File: src/rtl/switch_stats_monitor_pkg.sv
// Shared definitions for the switch statistics monitor: default sizing,
// the read-select encoding and a popcount helper for target masks.
package packet_pkg;

  localparam int DEFAULT_NUM_PORTS = 4;
  localparam int DEFAULT_CNT_W     = 16;
  localparam int NUM_STATS         = 4;

  typedef enum logic [1:0] {
    SEL_ACCEPTED    = 2'd0,
    SEL_DROPPED     = 2'd1,
    SEL_DROP_COPIES = 2'd2,
    SEL_DELIVERED   = 2'd3
  } stat_sel_e;

  // Masks are zero-extended to 16 bits so one helper covers every legal port count.
  function automatic logic [4:0] popcount16(input logic [15:0] v);
    logic [4:0] n;
    n = '0;
    for (int i = 0; i < 16; i++) begin
      n = n + 5'(v[i]);
    end
    return n;
  endfunction

endpackage

File: src/rtl/switch_stats_monitor_if.sv
// Event and read-port bundle between the switch fabric and the statistics monitor.
interface switch_stats_monitor_if #(
  parameter int NUM_PORTS = 4,
  parameter int CNT_W     = 16
);

  localparam int PORT_W = (NUM_PORTS > 1) ? $clog2(NUM_PORTS) : 1;

  logic [NUM_PORTS-1:0]           valid_in;
  logic [NUM_PORTS*NUM_PORTS-1:0] target_in;
  logic [NUM_PORTS-1:0]           fifo_full;
  logic [NUM_PORTS-1:0]           valid_out;
  logic                           clr;
  logic                           rd_en;
  logic [PORT_W-1:0]              rd_port;
  logic [1:0]                     rd_sel;
  logic                           rd_valid;
  logic [CNT_W-1:0]               rd_data;

  modport master (
    output valid_in, target_in, fifo_full, valid_out, clr, rd_en, rd_port, rd_sel,
    input  rd_valid, rd_data
  );

  modport slave (
    input  valid_in, target_in, fifo_full, valid_out, clr, rd_en, rd_port, rd_sel,
    output rd_valid, rd_data
  );

endinterface

File: src/rtl/switch_stats_monitor_stat_counter.sv
// Saturating statistics counter with a variable increment and synchronous clear.
// ovf_o pulses in any cycle where the increment would have carried past the maximum.
module stat_counter #(
  parameter int CNT_W = 16,
  parameter int AMT_W = 3
) (
  input  logic             clk,
  input  logic             rst_n,
  input  logic             clr,
  input  logic [AMT_W-1:0] amt_i,
  output logic [CNT_W-1:0] count_o,
  output logic             ovf_o
);

  localparam int SUM_W = ((CNT_W > AMT_W) ? CNT_W : AMT_W) + 1;
  localparam logic [SUM_W-1:0] MAX_VAL = SUM_W'({CNT_W{1'b1}});

  logic [CNT_W-1:0] count_q, count_d;
  logic [SUM_W-1:0] sum;

  // Clear wins over any increment arriving in the same cycle.
  always_comb begin
    sum     = SUM_W'(count_q) + SUM_W'(amt_i);
    count_d = count_q;
    ovf_o   = 1'b0;
    if (clr) begin
      count_d = '0;
    end else if (sum > MAX_VAL) begin
      count_d = {CNT_W{1'b1}};
      ovf_o   = 1'b1;
    end else begin
      count_d = sum[CNT_W-1:0];
    end
  end

  always_ff @(posedge clk or negedge rst_n) begin
    if (!rst_n) begin
      count_q <= '0;
    end else begin
      count_q <= count_d;
    end
  end

  assign count_o = count_q;

endmodule

File: src/rtl/switch_stats_monitor.sv
// Per-port switch statistics: accepted, dropped packets, dropped copies and
// delivered copies, plus a tracker of copies accepted but not yet delivered.
module switch_stats_monitor
  import packet_pkg::*;
#(
  parameter int NUM_PORTS = DEFAULT_NUM_PORTS,
  parameter int CNT_W     = DEFAULT_CNT_W
) (
  input  logic                   clk,
  input  logic                   rst_n,
  switch_stats_monitor_if.slave  bus,
  output logic [CNT_W-1:0]       inflight,
  output logic                   sat_flag,
  output logic                   underflow_err
);

  localparam int AMT_W   = $clog2(NUM_PORTS) + 1;
  localparam int IW      = CNT_W + $clog2(NUM_PORTS * NUM_PORTS) + 1;
  localparam int NUM_CNT = NUM_STATS * NUM_PORTS;

  logic [NUM_PORTS-1:0]     acc_ev;
  logic [NUM_PORTS-1:0]     drop_ev;
  logic [NUM_CNT*AMT_W-1:0] amt_flat;
  logic [NUM_CNT*CNT_W-1:0] cnt_flat;
  logic [NUM_CNT-1:0]       cnt_ovf;

  logic [IW-1:0]    add_sum;
  logic [IW-1:0]    sub_sum;
  logic [IW-1:0]    infl_next;
  logic             infl_neg;
  logic             infl_over;

  logic [CNT_W-1:0] inflight_q, inflight_d;
  logic             sat_q, sat_d;
  logic             uf_q, uf_d;
  logic [CNT_W-1:0] rd_data_q, rd_data_d;
  logic             rd_valid_q, rd_valid_d;
  logic [CNT_W-1:0] rd_val;
  stat_sel_e        sel;

  // Counter index layout is stat-major: (stat * NUM_PORTS + port).
  always_comb begin
    acc_ev   = bus.valid_in & ~bus.fifo_full;
    drop_ev  = bus.valid_in & bus.fifo_full;
    amt_flat = '0;
    add_sum  = '0;
    sub_sum  = '0;
    for (int p = 0; p < NUM_PORTS; p++) begin
      amt_flat[(int'(SEL_ACCEPTED)  * NUM_PORTS + p) * AMT_W +: AMT_W] = AMT_W'(acc_ev[p]);
      amt_flat[(int'(SEL_DROPPED)   * NUM_PORTS + p) * AMT_W +: AMT_W] = AMT_W'(drop_ev[p]);
      amt_flat[(int'(SEL_DELIVERED) * NUM_PORTS + p) * AMT_W +: AMT_W] = AMT_W'(bus.valid_out[p]);
      if (drop_ev[p]) begin
        amt_flat[(int'(SEL_DROP_COPIES) * NUM_PORTS + p) * AMT_W +: AMT_W] =
          AMT_W'(popcount16(16'(bus.target_in[p*NUM_PORTS +: NUM_PORTS])));
      end
      if (acc_ev[p]) begin
        add_sum = add_sum + IW'(popcount16(16'(bus.target_in[p*NUM_PORTS +: NUM_PORTS])));
      end
      sub_sum = sub_sum + IW'(bus.valid_out[p]);
    end
  end

  for (genvar s = 0; s < NUM_STATS; s++) begin : g_stat
    for (genvar p = 0; p < NUM_PORTS; p++) begin : g_port
      stat_counter #(
        .CNT_W (CNT_W),
        .AMT_W (AMT_W)
      ) u_cnt (
        .clk     (clk),
        .rst_n   (rst_n),
        .clr     (bus.clr),
        .amt_i   (amt_flat[(s*NUM_PORTS + p)*AMT_W +: AMT_W]),
        .count_o (cnt_flat[(s*NUM_PORTS + p)*CNT_W +: CNT_W]),
        .ovf_o   (cnt_ovf[s*NUM_PORTS + p])
      );
    end
  end

  // The in-flight sum is evaluated wide enough that the sign bit reliably flags underflow.
  always_comb begin
    infl_next  = IW'(inflight_q) + add_sum - sub_sum;
    infl_neg   = infl_next[IW-1];
    infl_over  = !infl_neg && (|infl_next[IW-2:CNT_W]);
    inflight_d = infl_next[CNT_W-1:0];
    sat_d      = sat_q | (|cnt_ovf);
    uf_d       = uf_q;
    if (infl_neg) begin
      inflight_d = '0;
      uf_d       = 1'b1;
    end else if (infl_over) begin
      inflight_d = {CNT_W{1'b1}};
      sat_d      = 1'b1;
    end
    if (bus.clr) begin
      inflight_d = '0;
      sat_d      = 1'b0;
      uf_d       = 1'b0;
    end
  end

  // Reads sample the registered counters, so a read alongside clr returns pre-clear data.
  always_comb begin
    sel    = stat_sel_e'(bus.rd_sel);
    rd_val = '0;
    if (int'(bus.rd_port) < NUM_PORTS) begin
      rd_val = cnt_flat[(int'(sel)*NUM_PORTS + int'(bus.rd_port))*CNT_W +: CNT_W];
    end
    rd_valid_d = bus.rd_en;
    rd_data_d  = bus.rd_en ? rd_val : rd_data_q;
  end

  always_ff @(posedge clk or negedge rst_n) begin
    if (!rst_n) begin
      inflight_q <= '0;
      sat_q      <= 1'b0;
      uf_q       <= 1'b0;
      rd_data_q  <= '0;
      rd_valid_q <= 1'b0;
    end else begin
      inflight_q <= inflight_d;
      sat_q      <= sat_d;
      uf_q       <= uf_d;
      rd_data_q  <= rd_data_d;
      rd_valid_q <= rd_valid_d;
    end
  end

  assign inflight      = inflight_q;
  assign sat_flag      = sat_q;
  assign underflow_err = uf_q;
  assign bus.rd_valid  = rd_valid_q;
  assign bus.rd_data   = rd_data_q;

endmodule

File: src/flat_wrapper.sv
// flat-port wrapper written by rule: the top's interface ports become plain ports
module switch_stats_monitor_flat import packet_pkg::*;
#(
  parameter int NUM_PORTS = DEFAULT_NUM_PORTS,
  parameter int CNT_W     = DEFAULT_CNT_W
)
  (clk, rst_n, inflight, sat_flag, underflow_err, bus_valid_in, bus_target_in, bus_fifo_full, bus_valid_out, bus_clr, bus_rd_en, bus_rd_port, bus_rd_sel, bus_rd_valid, bus_rd_data);
  switch_stats_monitor_if #(.NUM_PORTS(NUM_PORTS), .CNT_W(CNT_W)) bus_i ();
  input  logic clk;
  input  logic rst_n;
  output logic [CNT_W-1:0] inflight;
  output logic sat_flag;
  output logic underflow_err;
  input wire logic [$bits(bus_i.valid_in)-1:0] bus_valid_in;
  input wire logic [$bits(bus_i.target_in)-1:0] bus_target_in;
  input wire logic [$bits(bus_i.fifo_full)-1:0] bus_fifo_full;
  input wire logic [$bits(bus_i.valid_out)-1:0] bus_valid_out;
  input wire logic [$bits(bus_i.clr)-1:0] bus_clr;
  input wire logic [$bits(bus_i.rd_en)-1:0] bus_rd_en;
  input wire logic [$bits(bus_i.rd_port)-1:0] bus_rd_port;
  input wire logic [$bits(bus_i.rd_sel)-1:0] bus_rd_sel;
  output wire logic [$bits(bus_i.rd_valid)-1:0] bus_rd_valid;
  output wire logic [$bits(bus_i.rd_data)-1:0] bus_rd_data;
  assign bus_i.valid_in = bus_valid_in;
  assign bus_i.target_in = bus_target_in;
  assign bus_i.fifo_full = bus_fifo_full;
  assign bus_i.valid_out = bus_valid_out;
  assign bus_i.clr = bus_clr;
  assign bus_i.rd_en = bus_rd_en;
  assign bus_i.rd_port = bus_rd_port;
  assign bus_i.rd_sel = bus_rd_sel;
  assign bus_rd_valid = bus_i.rd_valid;
  assign bus_rd_data = bus_i.rd_data;
  switch_stats_monitor #(.NUM_PORTS(NUM_PORTS), .CNT_W(CNT_W)) u_core (.clk(clk), .rst_n(rst_n), .bus(bus_i), .inflight(inflight), .sat_flag(sat_flag), .underflow_err(underflow_err));
endmodule
File: config.mk
export PLATFORM = sky130hd
export DESIGN_NAME = switch_stats_monitor_flat
export DESIGN_NICKNAME = d
export VERILOG_FILES = /design/src/rtl/switch_stats_monitor_pkg.sv /design/src/rtl/switch_stats_monitor_if.sv /design/src/rtl/switch_stats_monitor_stat_counter.sv /design/src/rtl/switch_stats_monitor.sv /design/src/flat_wrapper.sv
export SDC_FILE = /design/constraint.sdc
export NUM_CORES = 1
export LEC_CHECK = 0
export CAP_MARGIN = 20
export CORE_AREA = 5 5 195 216
export CTS_CLUSTER_SIZE = 30
export DETAILED_ROUTE_END_ITERATION = 16
export DIE_AREA = 0 0 200 221
export PLACE_DENSITY_LB_ADDON = 0.15
export SYNTH_ARGS = -nofsm -noshare
export SYNTH_HDL_FRONTEND = slang
export SYNTH_SLANG_ARGS = --single-unit
export TNS_END_PERCENT = 30
File: constraint.sdc
create_clock -name clk -period 3.7 [get_ports clk]
set_clock_uncertainty 0.15 [all_clocks]
set_input_delay 1.11 -clock clk [delete_from_list [all_inputs] [get_ports clk]]
set_output_delay 1.11 -clock clk [all_outputs]
set_load 0.01 [all_outputs]
* Word-level counts from Yosys, hierarchy flattened
Cells that the tools add are included.
Widths: inputs -> output; s select.
** Cells by class
- Add/sub/neg operators :: 37
- Muxes and demuxes :: 80
- Bitwise operators :: 4
- $lt $le $gt $ge :: 16
- Reductions and logical operators :: 5
- Shift operators :: 1
** Operators by type and width (number)
- $mux 16 :: 35
- $gt 17x16->1 const B :: 16
- $shiftx 256x32->16 :: 1
- $add 16x1->17 :: 12
- $add 16x3->17 :: 4
- $mux 21 :: 3
- $add 21x1->21 :: 2
- $add 21x5->21 :: 2
- $add 5x1->5 :: 8
- $mux 1 :: 37
- $add 16x21->21 :: 1
- $sub 21x21->21 :: 1
- $reduce_or 16->1 :: 1
- $mux 3 :: 4
- $add 1x1->2 :: 5
- $and 4x4->4 :: 2
- $add 5x5->6 :: 1
- $add 4x2->5 :: 1
- $mux 5 :: 1
- $not 4->4 :: 1
- $reduce_or 4->1 :: 1
- $reduce_bool 2->1 :: 1
- $logic_and 1x1->1 :: 1
- $logic_not 1->1 :: 1
- $or 1x1->1 :: 1
** Word-level totals
- Register bits :: 291
- Input bits :: 36
- Logic and storage cells :: 164

* Longest topological paths before layout
- Depth in word-level cells :: 17
- Mapped depth :: 27
- Depth with buffers taken out :: 26

* By module
Synthesis repeated with hierarchy kept, for this count alone.
** Second synthesis, totals
- Cells, all modules :: 1968
- Area, all modules :: 19824.0 um^2
** Modules (own cells, without submodules)
- stat_counter (u_core.g_stat[0].g_port[1].u_cnt ...) :: sequential area each 400.4 um^2, cells each 95, area each 903.4 um^2, times used 13
- switch_stats_monitor :: sequential area each 875.8 um^2, cells each 454, area each 5201.2 um^2, times used 1
- stat_counter (u_core.g_stat[0].g_port[0].u_cnt ...) :: sequential area each 400.4 um^2, cells each 93, area each 959.7 um^2, times used 3

* Least setup slack after synthesis
No wires, ideal clock.
- Path kind :: input to register
- Start point :: input port bus_target_in[0]
- End point :: register u_core.inflight_q[13] (netlist: u_core.inflight[13])
- Data required time :: 3.424 ns
- Stages :: 25
- Setup slack :: -3.798 ns
- Arrival time :: 7.222 ns
- Cells stage by stage :: ha_1 inv_1 fa_1 inv_1 ha_1 nand2_1 inv_1 fa_1 nand2_1 o21ai_0 fa_1 mux2_2 fa_1 mux2_2 fa_1 fa_1 ha_1 fa_1 a21o_1 a22oi_1 a21oi_1 a311oi_2 maj3_2 buf_4 a21oi_1
** On the way
- Word-level cells in the longest chain between the ends :: 17
** Ends and longest elaborated chain
- start: declaration :: line flat_wrapper.sv:15 : input wire logic [$bits(bus_i.target_in)-1:0] bus_target_in;
- $add 1x1->2 (*) :: line switch_stats_monitor_pkg.sv:21 : n = n + 5'(v[i]);
- $add 5x1->5 (*)
- $add 5x1->5 (*) :: line switch_stats_monitor_pkg.sv:21
- $mux 5 (*) :: line switch_stats_monitor.sv:56 : if (acc_ev[p]) begin
- $add 5x5->6 :: line switch_stats_monitor.sv:57 : add_sum = add_sum + IW'(popcount16(16'(bus.target_in[p*NUM_PORTS +: NUM_PORTS])));
- $mux 21 (*) :: line switch_stats_monitor.sv:56
- $add 21x5->21 :: line switch_stats_monitor.sv:57
- $mux 21 (*) :: line switch_stats_monitor.sv:56
- (+2 left out)
- $add 16x21->21 (*) :: line switch_stats_monitor.sv:81 : infl_next = IW'(inflight_q) + add_sum - sub_sum;
- $sub 21x21->21 (*) :: line switch_stats_monitor.sv:81
- $reduce_or 4->1 or $logic_not 1->1 (tied branches) :: line switch_stats_monitor.sv:83 : infl_over = !infl_neg && (|infl_next[IW-2:CNT_W]);
- $logic_and 1x1->1 :: line switch_stats_monitor.sv:83
- $mux 16 :: line switch_stats_monitor.sv:90 : end else if (infl_over) begin
- $mux 16 (*) :: line switch_stats_monitor.sv:87 : if (infl_neg) begin
- $mux 16 (*) :: line switch_stats_monitor.sv:94 : if (bus.clr) begin
- named net u_core.inflight_d[13] :: line switch_stats_monitor.sv:33 : logic [CNT_W-1:0] inflight_q, inflight_d;
- end signal: assignment :: line switch_stats_monitor.sv:120 : inflight_q <= inflight_d;
- end: declaration :: line switch_stats_monitor.sv:33
The timed path passes the listed nets; every way through them passes the cells marked *.
A chain may end at the register's enable or synchronous reset.

* Final worst setup path
- Start point :: input port bus_target_in[1]
- End point :: register u_core.inflight_q[13] (netlist: u_core.inflight[13])
Same word-level chain as after synthesis.

==> results.json <==
{
  "maxCapViolCount": 0,
  "grt_setup_unrepaired": "true",
  "cp.required_ps": 3960,
  "grt_pass1_vias": 14160,
  "crit_type": "in2reg",
  "num_vias": 13920,
  "initial_utilization_pct": 44.21,
  "synth-xor-area-share_pct": 9.284,
  "setup_viol": 20,
  "syn_inst": 1697,
  "dpl_cell_area_um2": 20120,
  "drtIter0Drc": 901,
  "setup_total_negative_slack_ps": -56750,
  "dp_hpwl_um": 35570,
  "layout_commonest_cell": "dfrtp_1",
  "synth_adder_area_share_pct": 7.309,
  "clkSlewWorstSetupHoldPaths_ps": 60,
  "drtAntennaViolNets": 0,
  "synthMuxAreaShare_pct": 12.52,
  "synth_edf_count": 0,
  "instances_no_fill": 2452,
  "max_freq_ghz": 0.1451,
  "total_power_uw": 9942,
  "syn-num-nets": 1825,
  "period_minus_slack_ps": 6891,
  "switching_share_pct": 29.76,
  "grt_overflow": 0,
  "p_seq_share_pct": 34.0,
  "async_flop_share_pct": 100.0,
  "tightest_slew_ps": 717.3,
  "dieHeight_um": 221,
  "drv_slew": 0,
  "synth-compound-area-share_pct": 11.39,
  "drt-vias-per-instance": 5.675,
  "fin_crit_sh_pct": 186.3,
  "io_pins": 71,
  "finalNetCount": 2044,
  "clock_path_buffers": 3,
  "drive_above_1_share_pct": 22.29,
  "p_sw_uw": 2959,
  "relSlewSlack_pct": 52.18,
  "synthesis.area_um2": 17550,
  "cts_root_buf": "clkbuf_16",
  "synth.distinct_cells": 62,
  "wire_per_inst_um": 19.67,
  "synth_top_cell_by_area": "dfrtp_1",
  "hold_viol": 0,
  "crit_arrival_ps": 7160,
  "pwr-share-clk_pct": 35.7,
  "yosysWarningCount": 0,
  "critPathCaptureType": "flop",
  "ctsHoldBuffers": 0,
  "worstPathMaxFanout": 7,
  "place.gp.congestion": 0.9210,
  "violations": "negative setup slack",
  "cts_tree": "yes",
  "ys_seq_area_share_pct": 41.50,
  "ys_top_cells_by_area": "dfrtp_1 (42%), mux4_2 (10%), a21oi_1 (7.2%), ha_1 (5.4%), xnor2_1 (5.3%)",
  "syn_to_final_growth_pct": 23.47,
  "grtUsageTotal_pct": 22.02,
  "synth_flop_cell": "dfrtp_1",
  "drc_errors": 0,
  "layout_common_cells": "dfrtp_1 (291), a21oi_1 (230), buf_4 (165), nor2_1 (113), xnor2_1 (106)",
  "cts_made_buffers": 36,
  "drt_wl_total_um": 48240,
  "synth_simple_gate_area_share_pct": 14.10,
  "netlist.area_leader.share_pct": 41.50,
  "hold_path.class": "reg2reg",
  "intPower_uw": 6984,
  "port_buffers": 70,
  "grt_max_degree": 83,
  "status": "finished, violations left",
  "cts.sinks": 291,
  "synth_seq_cells": 291,
  "htree_levels": 2,
  "rows": 77,
  "fin_ws_ps": -3191,
  "p_leak_uw": 0.009383,
  "pwr-share-comb_pct": 30.3,
  "placed_cells": 2376,
  "design_area_um2": 21660,
  "pwr_density_cell_nw_per_um2": 458.9,
  "core_um2": 39690,
  "ir_worst_vdd_v": 0.0005529,
  "worstSkewPairLatency_ps": 540,
  "grt_first_pass_wirelength_um": 77990,
  "drt_pre_antenna_iters": 5,
  "antenna_found_initial": 1,
  "avgSynthCellArea_um2": 10.34,
  "fp.dieW_um": 200,
  "critPathLaunchType": "primary input",
  "synth_top_family_by_area": "simple AND/OR/NAND/NOR gates",
  "dieArea_um2": 44200
}
[final timing paths]
check / startpoint / endpoint / slack [ps] / cells after the start
setup reg to reg: u_core.inflight[0]$_DFF_PN0_ / u_core.inflight[13]$_DFF_PN0_ / 680 / 11
hold / removal: u_core.bus.rd_data[1]$_DFFE_PN0P_ / u_core.bus.rd_data[1]$_DFFE_PN0P_ / 360 / 1
hold reg to reg: u_core.bus.rd_data[1]$_DFFE_PN0P_ / u_core.bus.rd_data[1]$_DFFE_PN0P_ / 360 / 1
max in group asynchronous: rst_n / u_core.inflight[7]$_DFF_PN0_ / 2220 / 2
min in group asynchronous: rst_n / u_core.g_stat[0].g_port[1].u_cnt.count_o[2]$_DFF_PN0_ / 390 / 1
setup / recovery: bus_target_in[1] / u_core.inflight[13]$_DFF_PN0_ / -3190 / 25
[routing by layer]
layer  vias to the layer above  wire, um  global-route usage, %
met5                         -         0                      0
met4                         0       999                  4.799
li1                       6551         -                      -
met1                      7001     21310                  30.81
met3                        72      2166                  3.468
met2                       292     23760                  36.37
[cell usage after synthesis, types with 11 or more instances]
| cell | number |
|---|---|
| dfrtp_1 | 291 |
| a21oi_1 | 251 |
| nor2_1 | 114 |
| xnor2_1 | 106 |
| inv_1 | 97 |
| nand2_1 | 94 |
| nand3_1 | 82 |
| mux4_2 | 80 |
| xor2_1 | 80 |
| ha_1 | 76 |
| clkbuf_1 | 56 |
| nand4_1 | 44 |
| and3_1 | 40 |
| nor3_1 | 35 |
| mux2_2 | 20 |
| a21o_1 | 18 |
| mux2i_1 | 17 |
| a211oi_1 | 16 |
| a31oi_1 | 16 |
| fa_1 | 16 |
| and2_1 | 14 |
| o21ai_0 | 13 |
| nor2b_1 | 12 |
| and4_1 | 11 |
[kinds of logic (layout without fill, tap and decap cells)]
kind of cell	count (synthesis)	count (layout)
AO/OA/AOI/OAI	350	350
XOR/XNOR	186	186
adder cells (fa/ha/maj)	93	93
buffers and inverters	172	413
flip-flops	291	291
multiplexers	117	117
other	0	1
AND/OR/NAND/NOR	488	488
[what timing repair did]
action                                  in CTS  in global routing
buffers inserted                            11                  3
pin swaps                                   34                 23
resized for setup                           88                  8
cloned                                       1                  1
endpoints found under the setup margin      81                 38
[power by group through the flow]
stage          Sequential, uW  Clock [uW]  Combinational [uW]
2_1_floorplan            3430           0                1550
3_3_place_gp             3440           0                2530
3_5_place_dp             3440           0                2580
4_1_cts                  3380        3640                3000
5_1_grt                  3390        3760                3340
6_report                 3380        3540                3020
[sequential cells by signal (all words and copies together), names as in the netlist]
name and count:
u_core.bus.rd_data 16, u_core.bus.rd_valid 1, u_core.g_stat.g_port.u_cnt.count_o 256, u_core.inflight 16, u_core.sat_flag 1, u_core.underflow_err 1
[stage by stage]
step                      utilization (%)  setup slack, ps  hold WS, ps
after floorplan                         -            -3411        337.0
after global placement              50.68            -4097        340.3
after detailed placement            50.68            -4189        345.1
after CTS                           54.44            -3293        358.2
after global routing                54.57            -3396        373.9
final                               54.58            -3191        355.1
[cell type report]
class	instances	area, um2
flip-flops and latches	291	7282
inverters	97	364.1
diodes	1	2.502
multi-input cells	1234	9889
well taps	513	641.9
repair buffers	256	2317
fillers	3465	18030
clock buffers	52	1052
clock inverters	8	115.1
[critical path: stages]
cell      delay [ps]
buf_6             90
ha_4             250
inv_2             30
fa_2             600
nor2b_4           60
ha_4             160
fa_1             480
nand2_1           60
o21ai_2           80
fa_1             430
mux2_4           300
fa_1             430
mux2_4           290
fa_1             500
fa_1             430
ha_2             210
fa_2             360
a21o_1           200
a22oi_2          150
a21oi_2           90
a311oi_2         260
maj3_2           290
buf_6            120
buf_12           120
a21oi_2           50
(Power assumes the default switching activity.)
==> RTL change 1: new RTL, config.mk and constraints unchanged <==
The package constant `NUM_STATS` goes from 4 to 2.
--- a/src/rtl/switch_stats_monitor_pkg.sv
+++ b/src/rtl/switch_stats_monitor_pkg.sv
@@ -4,7 +4,7 @@
 
   localparam int DEFAULT_NUM_PORTS = 4;
   localparam int DEFAULT_CNT_W     = 16;
-  localparam int NUM_STATS         = 4;
+  localparam int NUM_STATS         = 2;
 
   typedef enum logic [1:0] {
     SEL_ACCEPTED    = 2'd0,
Check against the original RTL: not equivalent (a bounded check fails within 4 cycles, from zero or initial values and one cycle with rst_n low).
==> RTL change 1 against the unedited design <==
- the run still ends with setup timing left
- synthesized area shrank 42%
- final area down 41%
- synthesized cell count decreased by 39%
- clock power down 45%
- sequential cell count is 128 lower
- final cell count is 31% lower
- power is 35% lower
- count of clock-buffer cells in the layout shrank 30
- wire length shrank 39%
- worst hold slack lost 0.0086 ns
- largest cell class unchanged
- combinational power shrank 16%
- core utilization decreased by 22 points
- largest power group is now combinational logic
- worst setup slack gained 0.079 ns
- highest routed layer unchanged
- global-route usage decreased by 8.6 points
==> RTL change 1: results (changes against the unedited design) <==
Status:
- Outcome: finished with violations (unchanged).
- Violations in the final reports: setup timing (unchanged).

Finish:
- The net count of the finished layout is 1,265 (was 2,044).
- The clock-cell share of area is 4.86% (was 5.39%).
- The flip-flop count of the largest register after layout is 128 (was 256).
- The portion of the layout cell area used by non-clock buffers is 11.1% (was 10.7%).
- The clock buffer count in the final layout was 22 (was 52).

Min path:
- The launch point of the worst hold path was u_core.underflow_err$_DFFE_PN0P_ (was u_core.bus.rd_data[1]$_DFFE_PN0P_).

GRT:
- The largest net degree at the start of global routing is 75 (was 83).
- The number of antenna violations at the first check in global routing is 0 (was 1).
- The met3 track demand over resource is 2.11% (was 3.47%).
- The global-route usage over all layers is 13.5% (was 22.0%).

Place:
- The pre-CTS worst setup slack came to -4.02 ns (was -4.19 ns).

Synthesis:
- The mean area per synthesized cell is 9.89 um^2 (was 10.3 um^2).
- The sequential cell area fraction in the yosys report came to 39.8% (was 41.5%).
- Most area-consuming cells after synthesis: sky130_fd_sc_hd__dfrtp_1 (40%), sky130_fd_sc_hd__mux4_2 (7.0%), sky130_fd_sc_hd__a21oi_1 (6.8%) (was sky130_fd_sc_hd__dfrtp_1 (42%), sky130_fd_sc_hd__mux4_2 (10%), sky130_fd_sc_hd__a21oi_1 (7.2%)).

Critical path:
- The endpoint of the worst setup timing path is u_core.inflight[2]$_DFF_PN0_ (was u_core.inflight[13]$_DFF_PN0_).
- The arrival time at the worst endpoint came to 6.98 ns (was 7.16 ns).

Power:
- The reported net switching power is 2.22 mW (was 2.96 mW).
- The cell leakage power was 5.54 nW (was 9.38 nW).

Clock tree:
- The post-CTS setup repair buffer count is 6 (was 11).
- The number of gates resized after CTS is 33 (was 88).
- The maximum level of the CTS H-tree is 4 (was 2).

Timing:
- The relative slew slack was 48.2% (was 52.2%).
- The final hold slack came to 0.346 ns (was 0.355 ns).
- The post-route worst setup slack is -3.11 ns (was -3.19 ns).
- The total of endpoints with negative setup slack in the final report came to 18 (was 20).

Route:
- The detailed route wirelength on metal2 is 13,700 um (was 23,800 um).
[RTL change 1: kinds of logic after synthesis]
family / share of synthesized area [%]
other: 0.0366
buffers and inverters: 5.49
DFF: 39.8
AOI/OAI and AO/OA: 12.6
and+or+nand+nor: 13.7
adders and majority gates: 8.90
muxes: 11.1
xor gates and xnor gates: 8.38
[RTL change 1: worst max-delay path: cells and delay by family]
kind            cells  cell delay, ns
fa+ha+maj           9            3.46
mux                 2            0.41
compound gates      7            1.13
buf+inv             6            0.87
[RTL change 1: power by group through the flow]
stage / logic (mW) / clock network, mW / registers [mW]
after floorplan: 1.53 / 0 / 1.97
after global placement: 2.33 / 0 / 1.97
after detailed placement: 2.32 / 0 / 1.97
after CTS: 2.62 / 2.00 / 1.94
after global routing: 2.82 / 2.07 / 1.94
final: 2.53 / 1.95 / 1.93
==> RTL change 2: new RTL, config.mk and constraints unchanged <==
Made on the original files. Make the reset (`rst_n`) synchronous in 2 clocked blocks.
--- a/src/rtl/switch_stats_monitor_stat_counter.sv
+++ b/src/rtl/switch_stats_monitor_stat_counter.sv
@@ -33,7 +33,7 @@
     end
   end
 
-  always_ff @(posedge clk or negedge rst_n) begin
+  always_ff @(posedge clk) begin
     if (!rst_n) begin
       count_q <= '0;
     end else begin
--- a/src/rtl/switch_stats_monitor.sv
+++ b/src/rtl/switch_stats_monitor.sv
@@ -109,7 +109,7 @@
     rd_data_d  = bus.rd_en ? rd_val : rd_data_q;
   end
 
-  always_ff @(posedge clk or negedge rst_n) begin
+  always_ff @(posedge clk) begin
     if (!rst_n) begin
       inflight_q <= '0;
       sat_q      <= 1'b0;
Behaviour: differs if rst_n is asserted again (counterexample within 4 cycles, from zero or initial values and one cycle with rst_n low); with rst_n held inactive, the same outputs for 4 cycles.
==> RTL change 2 against the unedited design <==
- the run still ends with setup timing left
- power down 0.71%
- clock power down 7.6%
- final area shrank 7.0%
- worst setup slack lost 0.036 ns
- wire length is 8.3% lower
- synthesized area shrank 8.0%
- sequential cell count unchanged
- final cell count is 0.49% higher
- worst hold slack better by 0.0080 ns
- critical endpoint is now u_core.inflight[14]$_SDFF_PP0_
==> RTL change 2: results (changes against the unedited design) <==
Finish:
- The share of post-route cells with drive strength above 1 is 21.2% (was 22.3%).
- The net count of the finished layout is 2,053 (was 2,044).

Power:
- The worst supply voltage drop on vdd was 0.634 mV (was 0.553 mV).
- The cell leakage power came to 7.48 nW (was 9.38 nW).

Place:
- The global placement routability congestion came to 0.820 (was 0.921).
- The post-detailed-placement cell area came to 18,600 um^2 (was 20,100 um^2).
- The pre-CTS worst setup slack is -4.22 ns (was -4.19 ns).

Critical path:
- The reg-to-reg setup timing slack is 0.66 ns (was 0.68 ns).
- The destination of the worst register-to-register timing path is u_core.sat_flag$_SDFF_PP0_ (was u_core.inflight[13]$_DFF_PN0_).
- The worst-case reg-to-reg path depth was 13 (was 11).
- The maximum fanout along the worst path is 5 (was 7).
- The arrival time at the worst endpoint is 7.17 ns (was 7.16 ns).
- The endpoint of the worst setup timing path is u_core.inflight[14]$_SDFF_PP0_ (was u_core.inflight[13]$_DFF_PN0_).

Route:
- The number of vias in the routed layout is 13,300 (was 13,900).
- The routed wire length is 44,200 um (was 48,200 um).

Synthesis:
- Commonest cells in the netlist: sky130_fd_sc_hd__dfxtp_1 (291), sky130_fd_sc_hd__a21oi_1 (254), sky130_fd_sc_hd__nor2_1 (117), sky130_fd_sc_hd__inv_1 (109), sky130_fd_sc_hd__xnor2_1 (104) (was sky130_fd_sc_hd__dfrtp_1 (291), sky130_fd_sc_hd__a21oi_1 (251), sky130_fd_sc_hd__nor2_1 (114), sky130_fd_sc_hd__xnor2_1 (106), sky130_fd_sc_hd__inv_1 (97)).
- The sequential cell area fraction in the yosys report came to 36.1% (was 41.5%).
- The number of nets produced by synthesis is 1,850 (was 1,825).

GRT:
- The largest net degree at the start of global routing is 91 (was 83).

Clock tree:
- The number of gates resized after CTS is 63 (was 88).

Timing:
- The post-route worst setup slack was -3.23 ns (was -3.19 ns).
- The total of endpoints with negative setup slack in the final report is 18 (was 20).

Min path:
- The launch point of the worst hold path is u_core.g_stat[2].g_port[2].u_cnt.count_o[14]$_SDFF_PP0_ (was u_core.bus.rd_data[1]$_DFFE_PN0P_).
- The capture endpoint of the worst hold path is u_core.g_stat[2].g_port[2].u_cnt.count_o[14]$_SDFF_PP0_ (was u_core.bus.rd_data[1]$_DFFE_PN0P_).

Status:
- Outcome: finished with violations (unchanged).
- Violations in the final reports: setup timing (unchanged).
RTL change 2: changes by cell type in the layout (fill, tap and decap cells not counted), sizes merged, moves of 8 or more:
| cell | delta |
|---|---|
| dfrtp | -291 |
| nand2 | -8 |
| mux2 | -15 |
| nor3 | -12 |
| nand3 | +9 |
| inv | +13 |
| a211oi | -9 |
| dfxtp | +291 |
| mux2i | +10 |
| nor2b | +21 |
| xor2 | +11 |
| buf | -23 |
| o21ai | +9 |
| a21oi | +12 |
RTL change 2: area by class of cell:
cell class | count | area [um^2]
inverters | 109 | 409
fillers | 3716 | 19500
repair buffers | 237 | 2120
clock buffers | 53 | 1020
multi-input cells | 1251 | 10100
well taps | 513 | 642
flip-flops and latches | 291 | 5830
clock inverters | 10 | 65.1
RTL change 2: kinds of logic (layout without fill, tap and decap cells):
logic type	count (synthesis)	in the layout	share of synthesized area, %
flops	291	291	36.1
compound gates	342	342	11.8
buf+inv	181	409	4.34
mux	112	112	13.2
fa+ha+maj	92	92	7.87
simple gates	509	510	16.1
xor+xnor	195	195	10.6
RTL change 2: where the power goes:
part	total [mW]	switching [mW]	leakage [nW]	internal, mW
Sequential	3.30	0.0778	2.35	3.22
Combinational	3.30	1.68	4.59	1.62
Clock	3.27	1.36	0.542	1.92
Total	9.87	3.12	7.48	6.75
RTL change 2: routing by layer:
| metal | GRT usage, % | vias up |
|---|---|---|
| li1 | - | 6532 |
| met1 | 26.0 | 6451 |
| met2 | 32.2 | 239 |
| met3 | 3.13 | 76 |
| met4 | 6.29 | 0 |
| met5 | 0 | - |
RTL change 2: worst max-delay path: cells and delay by family:
kind | cells | cell delay (ns)
multiplexers | 2 | 0.59
AND/OR/NAND/NOR | 3 | 0.29
adder cells (fa/ha/maj) | 10 | 3.86
buffers and inverters | 3 | 0.28
AO/OA/AOI/OAI | 7 | 1.03
